$ cat src/rtl/mem_port_arbiter_if.sv
// Request/response and RAM-port bundle for the I/D memory port arbiter.
// The slave side is the arbiter; the master side is the core plus RAM.
interface mem_port_arbiter_if #(
    parameter int ADDRESS_WIDTH = 32,
    parameter int BYTES         = 4,
    parameter int DATA_WIDTH    = 8 * BYTES,
    parameter int CNT_WIDTH     = 16
);
    logic                     i_req_valid;
    logic [ADDRESS_WIDTH-1:0] i_req_addr;
    logic                     i_req_ready;
    logic                     i_rsp_valid;
    logic [DATA_WIDTH-1:0]    i_rsp_data;

    logic                     d_req_valid;
    logic                     d_req_we;
    logic [ADDRESS_WIDTH-1:0] d_req_addr;
    logic [BYTES-1:0]         d_req_be;
    logic [DATA_WIDTH-1:0]    d_req_wdata;
    logic                     d_req_ready;
    logic                     d_rsp_valid;
    logic [DATA_WIDTH-1:0]    d_rsp_data;

    logic [ADDRESS_WIDTH-1:0] mem_addr;
    logic [BYTES-1:0]         mem_be;
    logic [DATA_WIDTH-1:0]    mem_data_in;
    logic                     mem_we;
    logic [DATA_WIDTH-1:0]    mem_data_out;

    logic [CNT_WIDTH-1:0]     conflict_count;

    modport slave (
        input  i_req_valid, i_req_addr,
        input  d_req_valid, d_req_we, d_req_addr, d_req_be, d_req_wdata,
        input  mem_data_out,
        output i_req_ready, i_rsp_valid, i_rsp_data,
        output d_req_ready, d_rsp_valid, d_rsp_data,
        output mem_addr, mem_be, mem_data_in, mem_we,
        output conflict_count
    );

    modport master (
        output i_req_valid, i_req_addr,
        output d_req_valid, d_req_we, d_req_addr, d_req_be, d_req_wdata,
        output mem_data_out,
        input  i_req_ready, i_rsp_valid, i_rsp_data,
        input  d_req_ready, d_rsp_valid, d_rsp_data,
        input  mem_addr, mem_be, mem_data_in, mem_we,
        input  conflict_count
    );
endinterface

$ cat src/rtl/mem_port_arbiter.sv
// Shares one registered-read block RAM port between fetch (I) and load/store (D).
// D wins conflicts until it has taken MAX_DATA_STREAK grants in a row.
module mem_port_arbiter #(
    parameter int ADDRESS_WIDTH   = 32,
    parameter int BYTES           = 4,
    parameter int DATA_WIDTH      = 8 * BYTES,
    parameter int MAX_DATA_STREAK = 2,
    parameter int CNT_WIDTH       = 16
) (
    input logic               clk,
    input logic               reset,
    mem_port_arbiter_if.slave bus
);
    localparam logic [3:0] STREAK_MAX = 4'(MAX_DATA_STREAK);

    typedef enum logic [1:0] {
        OWN_NONE,
        OWN_I,
        OWN_D
    } owner_e;

    owner_e               owner_q, owner_d;
    logic [3:0]           streak_q, streak_d;
    logic [CNT_WIDTH-1:0] cnt_q, cnt_d;

    logic                     grant_i;
    logic                     grant_d;
    logic                     both;
    logic [ADDRESS_WIDTH-1:0] mem_addr_c;
    logic [BYTES-1:0]         mem_be_c;
    logic [DATA_WIDTH-1:0]    mem_data_in_c;
    logic                     mem_we_c;

    // No grant while reset is high, so nothing is left without a response.
    always_comb begin
        both    = bus.i_req_valid && bus.d_req_valid;
        grant_i = 1'b0;
        grant_d = 1'b0;
        if (!reset) begin
            if (bus.d_req_valid &&
                (!bus.i_req_valid || streak_q != STREAK_MAX))
                grant_d = 1'b1;
            else
                grant_i = bus.i_req_valid;
        end
    end

    always_comb begin
        owner_d  = OWN_NONE;
        streak_d = streak_q;
        cnt_d    = cnt_q;
        unique case (1'b1)
            grant_i: owner_d = OWN_I;
            grant_d: owner_d = OWN_D;
            default: owner_d = OWN_NONE;
        endcase
        if (!bus.i_req_valid || grant_i)
            streak_d = 4'd0;
        else if (grant_d)
            streak_d = streak_q + 4'd1;
        if (both && cnt_q != '1)
            cnt_d = cnt_q + CNT_WIDTH'(1);
    end

    always_comb begin
        mem_addr_c    = '0;
        mem_be_c      = '0;
        mem_data_in_c = '0;
        mem_we_c      = 1'b0;
        unique case (1'b1)
            grant_i: mem_addr_c = bus.i_req_addr;
            grant_d: begin
                mem_addr_c    = bus.d_req_addr;
                mem_we_c      = bus.d_req_we;
                mem_be_c      = bus.d_req_we ? bus.d_req_be : '0;
                mem_data_in_c = bus.d_req_wdata;
            end
            default: ;
        endcase
    end

    always_ff @(posedge clk) begin
        if (reset) begin
            owner_q  <= OWN_NONE;
            streak_q <= 4'd0;
            cnt_q    <= '0;
        end else begin
            owner_q  <= owner_d;
            streak_q <= streak_d;
            cnt_q    <= cnt_d;
        end
    end

    assign bus.i_req_ready    = grant_i;
    assign bus.d_req_ready    = grant_d;
    assign bus.mem_addr       = mem_addr_c;
    assign bus.mem_be         = mem_be_c;
    assign bus.mem_data_in    = mem_data_in_c;
    assign bus.mem_we         = mem_we_c;
    assign bus.conflict_count = cnt_q;

    // A reset in the response cycle drops the pending response.
    assign bus.i_rsp_valid = !reset && owner_q == OWN_I;
    assign bus.d_rsp_valid = !reset && owner_q == OWN_D;
    assign bus.i_rsp_data  = bus.mem_data_out;
    assign bus.d_rsp_data  = bus.mem_data_out;
endmodule

$ cat src/flat_wrapper.sv
// flat-port wrapper written by rule: the top's interface ports become plain ports
module mem_port_arbiter_flat 
#(
    parameter int ADDRESS_WIDTH   = 32,
    parameter int BYTES           = 4,
    parameter int DATA_WIDTH      = 8 * BYTES,
    parameter int MAX_DATA_STREAK = 2,
    parameter int CNT_WIDTH       = 16
)
  (clk, reset, bus_i_req_valid, bus_i_req_addr, bus_d_req_valid, bus_d_req_we, bus_d_req_addr, bus_d_req_be, bus_d_req_wdata, bus_mem_data_out, bus_i_req_ready, bus_i_rsp_valid, bus_i_rsp_data, bus_d_req_ready, bus_d_rsp_valid, bus_d_rsp_data, bus_mem_addr, bus_mem_be, bus_mem_data_in, bus_mem_we, bus_conflict_count);
  mem_port_arbiter_if #(.ADDRESS_WIDTH(ADDRESS_WIDTH), .BYTES(BYTES), .DATA_WIDTH(DATA_WIDTH), .CNT_WIDTH(CNT_WIDTH)) bus_i ();
  input logic clk;
  input logic reset;
  input wire logic [$bits(bus_i.i_req_valid)-1:0] bus_i_req_valid;
  input wire logic [$bits(bus_i.i_req_addr)-1:0] bus_i_req_addr;
  input wire logic [$bits(bus_i.d_req_valid)-1:0] bus_d_req_valid;
  input wire logic [$bits(bus_i.d_req_we)-1:0] bus_d_req_we;
  input wire logic [$bits(bus_i.d_req_addr)-1:0] bus_d_req_addr;
  input wire logic [$bits(bus_i.d_req_be)-1:0] bus_d_req_be;
  input wire logic [$bits(bus_i.d_req_wdata)-1:0] bus_d_req_wdata;
  input wire logic [$bits(bus_i.mem_data_out)-1:0] bus_mem_data_out;
  output wire logic [$bits(bus_i.i_req_ready)-1:0] bus_i_req_ready;
  output wire logic [$bits(bus_i.i_rsp_valid)-1:0] bus_i_rsp_valid;
  output wire logic [$bits(bus_i.i_rsp_data)-1:0] bus_i_rsp_data;
  output wire logic [$bits(bus_i.d_req_ready)-1:0] bus_d_req_ready;
  output wire logic [$bits(bus_i.d_rsp_valid)-1:0] bus_d_rsp_valid;
  output wire logic [$bits(bus_i.d_rsp_data)-1:0] bus_d_rsp_data;
  output wire logic [$bits(bus_i.mem_addr)-1:0] bus_mem_addr;
  output wire logic [$bits(bus_i.mem_be)-1:0] bus_mem_be;
  output wire logic [$bits(bus_i.mem_data_in)-1:0] bus_mem_data_in;
  output wire logic [$bits(bus_i.mem_we)-1:0] bus_mem_we;
  output wire logic [$bits(bus_i.conflict_count)-1:0] bus_conflict_count;
  assign bus_i.i_req_valid = bus_i_req_valid;
  assign bus_i.i_req_addr = bus_i_req_addr;
  assign bus_i.d_req_valid = bus_d_req_valid;
  assign bus_i.d_req_we = bus_d_req_we;
  assign bus_i.d_req_addr = bus_d_req_addr;
  assign bus_i.d_req_be = bus_d_req_be;
  assign bus_i.d_req_wdata = bus_d_req_wdata;
  assign bus_i.mem_data_out = bus_mem_data_out;
  assign bus_i_req_ready = bus_i.i_req_ready;
  assign bus_i_rsp_valid = bus_i.i_rsp_valid;
  assign bus_i_rsp_data = bus_i.i_rsp_data;
  assign bus_d_req_ready = bus_i.d_req_ready;
  assign bus_d_rsp_valid = bus_i.d_rsp_valid;
  assign bus_d_rsp_data = bus_i.d_rsp_data;
  assign bus_mem_addr = bus_i.mem_addr;
  assign bus_mem_be = bus_i.mem_be;
  assign bus_mem_data_in = bus_i.mem_data_in;
  assign bus_mem_we = bus_i.mem_we;
  assign bus_conflict_count = bus_i.conflict_count;
  mem_port_arbiter #(.ADDRESS_WIDTH(ADDRESS_WIDTH), .BYTES(BYTES), .DATA_WIDTH(DATA_WIDTH), .MAX_DATA_STREAK(MAX_DATA_STREAK), .CNT_WIDTH(CNT_WIDTH)) u_core (.clk(clk), .reset(reset), .bus(bus_i));
endmodule
$ cat config.mk
export PLATFORM = sky130hd
export DESIGN_NAME = mem_port_arbiter_flat
export DESIGN_NICKNAME = d
export VERILOG_FILES = /design/src/rtl/mem_port_arbiter_if.sv /design/src/rtl/mem_port_arbiter.sv /design/src/flat_wrapper.sv
export SDC_FILE = /design/constraint.sdc
export NUM_CORES = 1
export LEC_CHECK = 0
export CAP_MARGIN = 30
export CORE_AREA = 8 8 107 109
export CTS_CLUSTER_SIZE = 14
export DETAILED_ROUTE_END_ITERATION = 7
export DIE_AREA = 0 0 115 117
export MAX_ROUTING_LAYER = met4
export PLACE_DENSITY = 0.74
export SLEW_MARGIN = 5
export SYNTH_ARGS = -nofsm -noshare
export SYNTH_HDL_FRONTEND = slang
export SYNTH_SLANG_ARGS = --single-unit
$ cat constraint.sdc
create_clock -name clk -period 5.82 [get_ports clk]
set_clock_uncertainty 0.15 [all_clocks]
set_input_delay 0.582 -clock clk [delete_from_list [all_inputs] [get_ports clk]]
set_output_delay 0.582 -clock clk [all_outputs]
set_load 0.02 [all_outputs]
==> flow_metrics.env <==
export IMPL_wire_per_inst_um=18.6
export IMPL_hold_buffers=0
export IMPL_worstPathArrival_ns=3.38
export IMPL_syn_avg_cell_area_um2=8.12
export IMPL_grt_max_degree=46
export IMPL_period_needed_ns=4.11
export IMPL_viasPerCell=4.63
export IMPL_grt_overflow_total=0
export IMPL_maxCapViolCount=0
export IMPL_grt_setup_unrepaired="false"
export IMPL_hold_path_class="reg2reg"
export IMPL_vias=2464
export IMPL_leakagePower_nw=1.43
export IMPL_clock_root_buffer="clkbuf_8"
export IMPL_path_class="in2out"
export IMPL_crit_fanout=45
export IMPL_cts_setup_buffers=0
export IMPL_finalSetupTns_ns=0
export IMPL_setup_viol=0
export IMPL_die_w_um=115
export IMPL_p_seq_share_pct=30.8
export IMPL_clock_sinks=22
export IMPL_period_share_pct=70.6
export IMPL_start_util_pct=22.4
export IMPL_worstMarginPinSlew_ns=0.685
export IMPL_ys_ff_latch=22
export IMPL_pwr_share_comb_pct=39.9
export IMPL_p_sw_mw=0.136
export IMPL_post_route_util_pct=39.2
export IMPL_hold_viol=0
export IMPL_die_h_um=117
export IMPL_syn_num_nets=413
export IMPL_h_tree_depth=1
export IMPL_total_power_mw=0.502
export IMPL_syn_to_final_growth_pct=75.4
export IMPL_stdcell_count=532
export IMPL_dp_cells=528
export IMPL_timing_max_slew_rel_slack_pct=54.2
export IMPL_antennaDiodeCount=0
export IMPL_die_area_mm2=0.0135
export IMPL_wl_um=9870
export IMPL_cts_repair_resized=0
export IMPL_cts_tree="done"
export IMPL_initialDrtViolationCount=110
export IMPL_p_per_area_mw_per_mm2=129
export IMPL_holdWs_ns=0.317
export IMPL_grt_pass1_vias=2486
export IMPL_postRouteAntennaNets=0
export IMPL_drv_slew=0
export IMPL_dp_hpwl_um=8370
export IMPL_nets=537
export IMPL_io_pin_count=290
export IMPL_vdd_drop_max_uv=66.3
export IMPL_ys_types=44
export IMPL_clk_pin_slew_ns=0.08
export IMPL_grt_pass1_wl_um=13600
export IMPL_first_pass_iters=7
export IMPL_synth_seq_area_share_pct=19.9
export IMPL_grtUsageTotal_pct=13.2
export IMPL_cp_required_ns=5.09
export IMPL_antenna_found_initial=0
export IMPL_rows=37
export IMPL_drc=0
export IMPL_status="completed"
export IMPL_drive_gt1_share_pct=4.80
export IMPL_max_freq_mhz=243
export IMPL_synth_cells=273
export IMPL_core_area_mm2=0.00991
export IMPL_end_kind="primary output"
export IMPL_crit_path_start_kind="primary input"
export IMPL_p_sw_share_pct=27.2
export IMPL_synth_warnings=0
export IMPL_io_buffers=193
export IMPL_clkPwrFrac_pct=29.2
export IMPL_synthesis_area_mm2=0.00222
export IMPL_cts_inserted_buffers=3
export IMPL_internal_power_mw=0.365
export IMPL_gp_congestion=0.805
export IMPL_worstSkewPairLatency_ns=0.27
export IMPL_clockBufferDepth=2
flip-flops by register name (all words and copies together), names as in the netlist:
register	count
u_core.streak_q	4
u_core.owner_q	2
u_core.bus.conflict_count	16
power groups by stage:
| stage | clock, mW | sequential (mW) | combinational (mW) |
|---|---|---|---|
| floorplan | 0 | 0.158 | 0.134 |
| global placement | 0 | 0.158 | 0.198 |
| detailed placement | 0 | 0.158 | 0.200 |
| CTS | 0.146 | 0.155 | 0.202 |
| global route | 0.154 | 0.155 | 0.212 |
| finish | 0.147 | 0.155 | 0.200 |
cells in the final DEF (no fill, tap or decap), drive strengths merged, types with 2 or more instances in the layout:
master         Yosys  routed
or4                2       2
nand3              6       6
a211oi             2       2
nand4              8       8
a21oi             11      11
o31ai              3       3
o21ai              6       6
nor2              12      12
clkbuf             7       3
dfxtp             22      22
nor2b              3       3
inv                5       5
buf               70       3
a22o              32      32
nor4               2       2
o41ai              2       2
ha                 3       3
and2              33      33
nor3               8       8
nor3b              5       5
clkdlybuf4s50      0     193
nand2              5       5
or3                5       5
and3               7       7
and4               4       4
cell families (layout without fill, tap and decap cells):
logic type | count (synthesis) | count (layout) | synth area share [%]
xor+xnor | 2 | 2 | 0.791
mux | 2 | 2 | 0.960
fa+ha+maj | 3 | 3 | 1.69
compound gates | 59 | 59 | 20.1
flops | 22 | 22 | 19.9
buf+inv | 82 | 205 | 25.6
simple gates | 103 | 103 | 30.9
path summary, 6_finish.rpt:
check	from	endpoint	slack [ns]	depth (start not counted)
max reg2reg	u_core.bus.conflict_count[0]	u_core.bus.conflict_count[5]	3.72	5
min	u_core.streak_q[0]	u_core.streak_q[0]	0.32	1
max	reset	bus_mem_be[3]	1.71	6
min reg2reg	u_core.streak_q[0]	u_core.streak_q[0]	0.32	1
metal layers:
| metal | wire (µm) | part of all wire [%] | GRT usage (%) | up-vias |
|---|---|---|---|---|
| met1 | 3680 | 37 | 14.9 | 1147 |
| li1 | - | - | - | 1168 |
| met2 | 5000 | 51 | 21.1 | 133 |
| met3 | 1050 | 11 | 5.90 | 16 |
| met4 | 138 | 1.4 | 3.33 | 0 |
| met5 | 0 | 0 | - | - |
critical path, cell delays in order:
cell and delay (ns):
clkdlybuf4s50_1 0.63, nand2b_1 0.32, a21oi_4 0.57, buf_4 0.43
and3_1 0.20, clkdlybuf4s50_1 0.64
area by class of cell:
type                       instances  area, µm²
multi-input combinational        169       1220
clock inverter                     1       30.0
clock buffer                       3       41.3
inverter                           5       18.8
timing repair buffer             196       1960
sequential                        22        440
tap                              136        170
fill                             999       6020
synthesized netlist by cell type, drive strengths merged:
master	n	area, µm²
xnor2	1	8.76
inv	5	18.8
or3	5	31.3
nand3	6	30.0
a31oi	1	6.26
mux2i	1	10.0
nand2	5	18.8
nor2b	3	18.8
o31ai	3	22.5
o41ai	2	17.5
ha	3	37.5
dfxtp	22	440
o21ai	6	30.0
nor2	12	45.0
or4	2	15.0
xor2	1	8.76
nor4	2	27.5
a211oi	2	15.0
a22o	32	280
and3	7	45.1
nor3b	5	47.5
nand4	8	83.8
mux2	1	11.3
clkbuf	7	26.3
a21oi	11	55.1
or4b	1	10.0
nand2b	1	6.26
buf	70	523
and4	4	38.8
a41o	1	10.0
a41oi	1	8.76
nor3	8	51.3
and2	33	206
and4b	1	10.0
stage by stage:
stage | area (µm²) | worst slack (ns)
2_1_floorplan | 2220 | 3.38
3_3_place_gp | 3800 | 1.69
3_5_place_dp | 3820 | 1.68
4_1_cts | 3890 | 1.65
5_1_grt | 3890 | 1.50
6_report | 3890 | 1.71
Note: power is estimated with default switching activity, not from simulation.
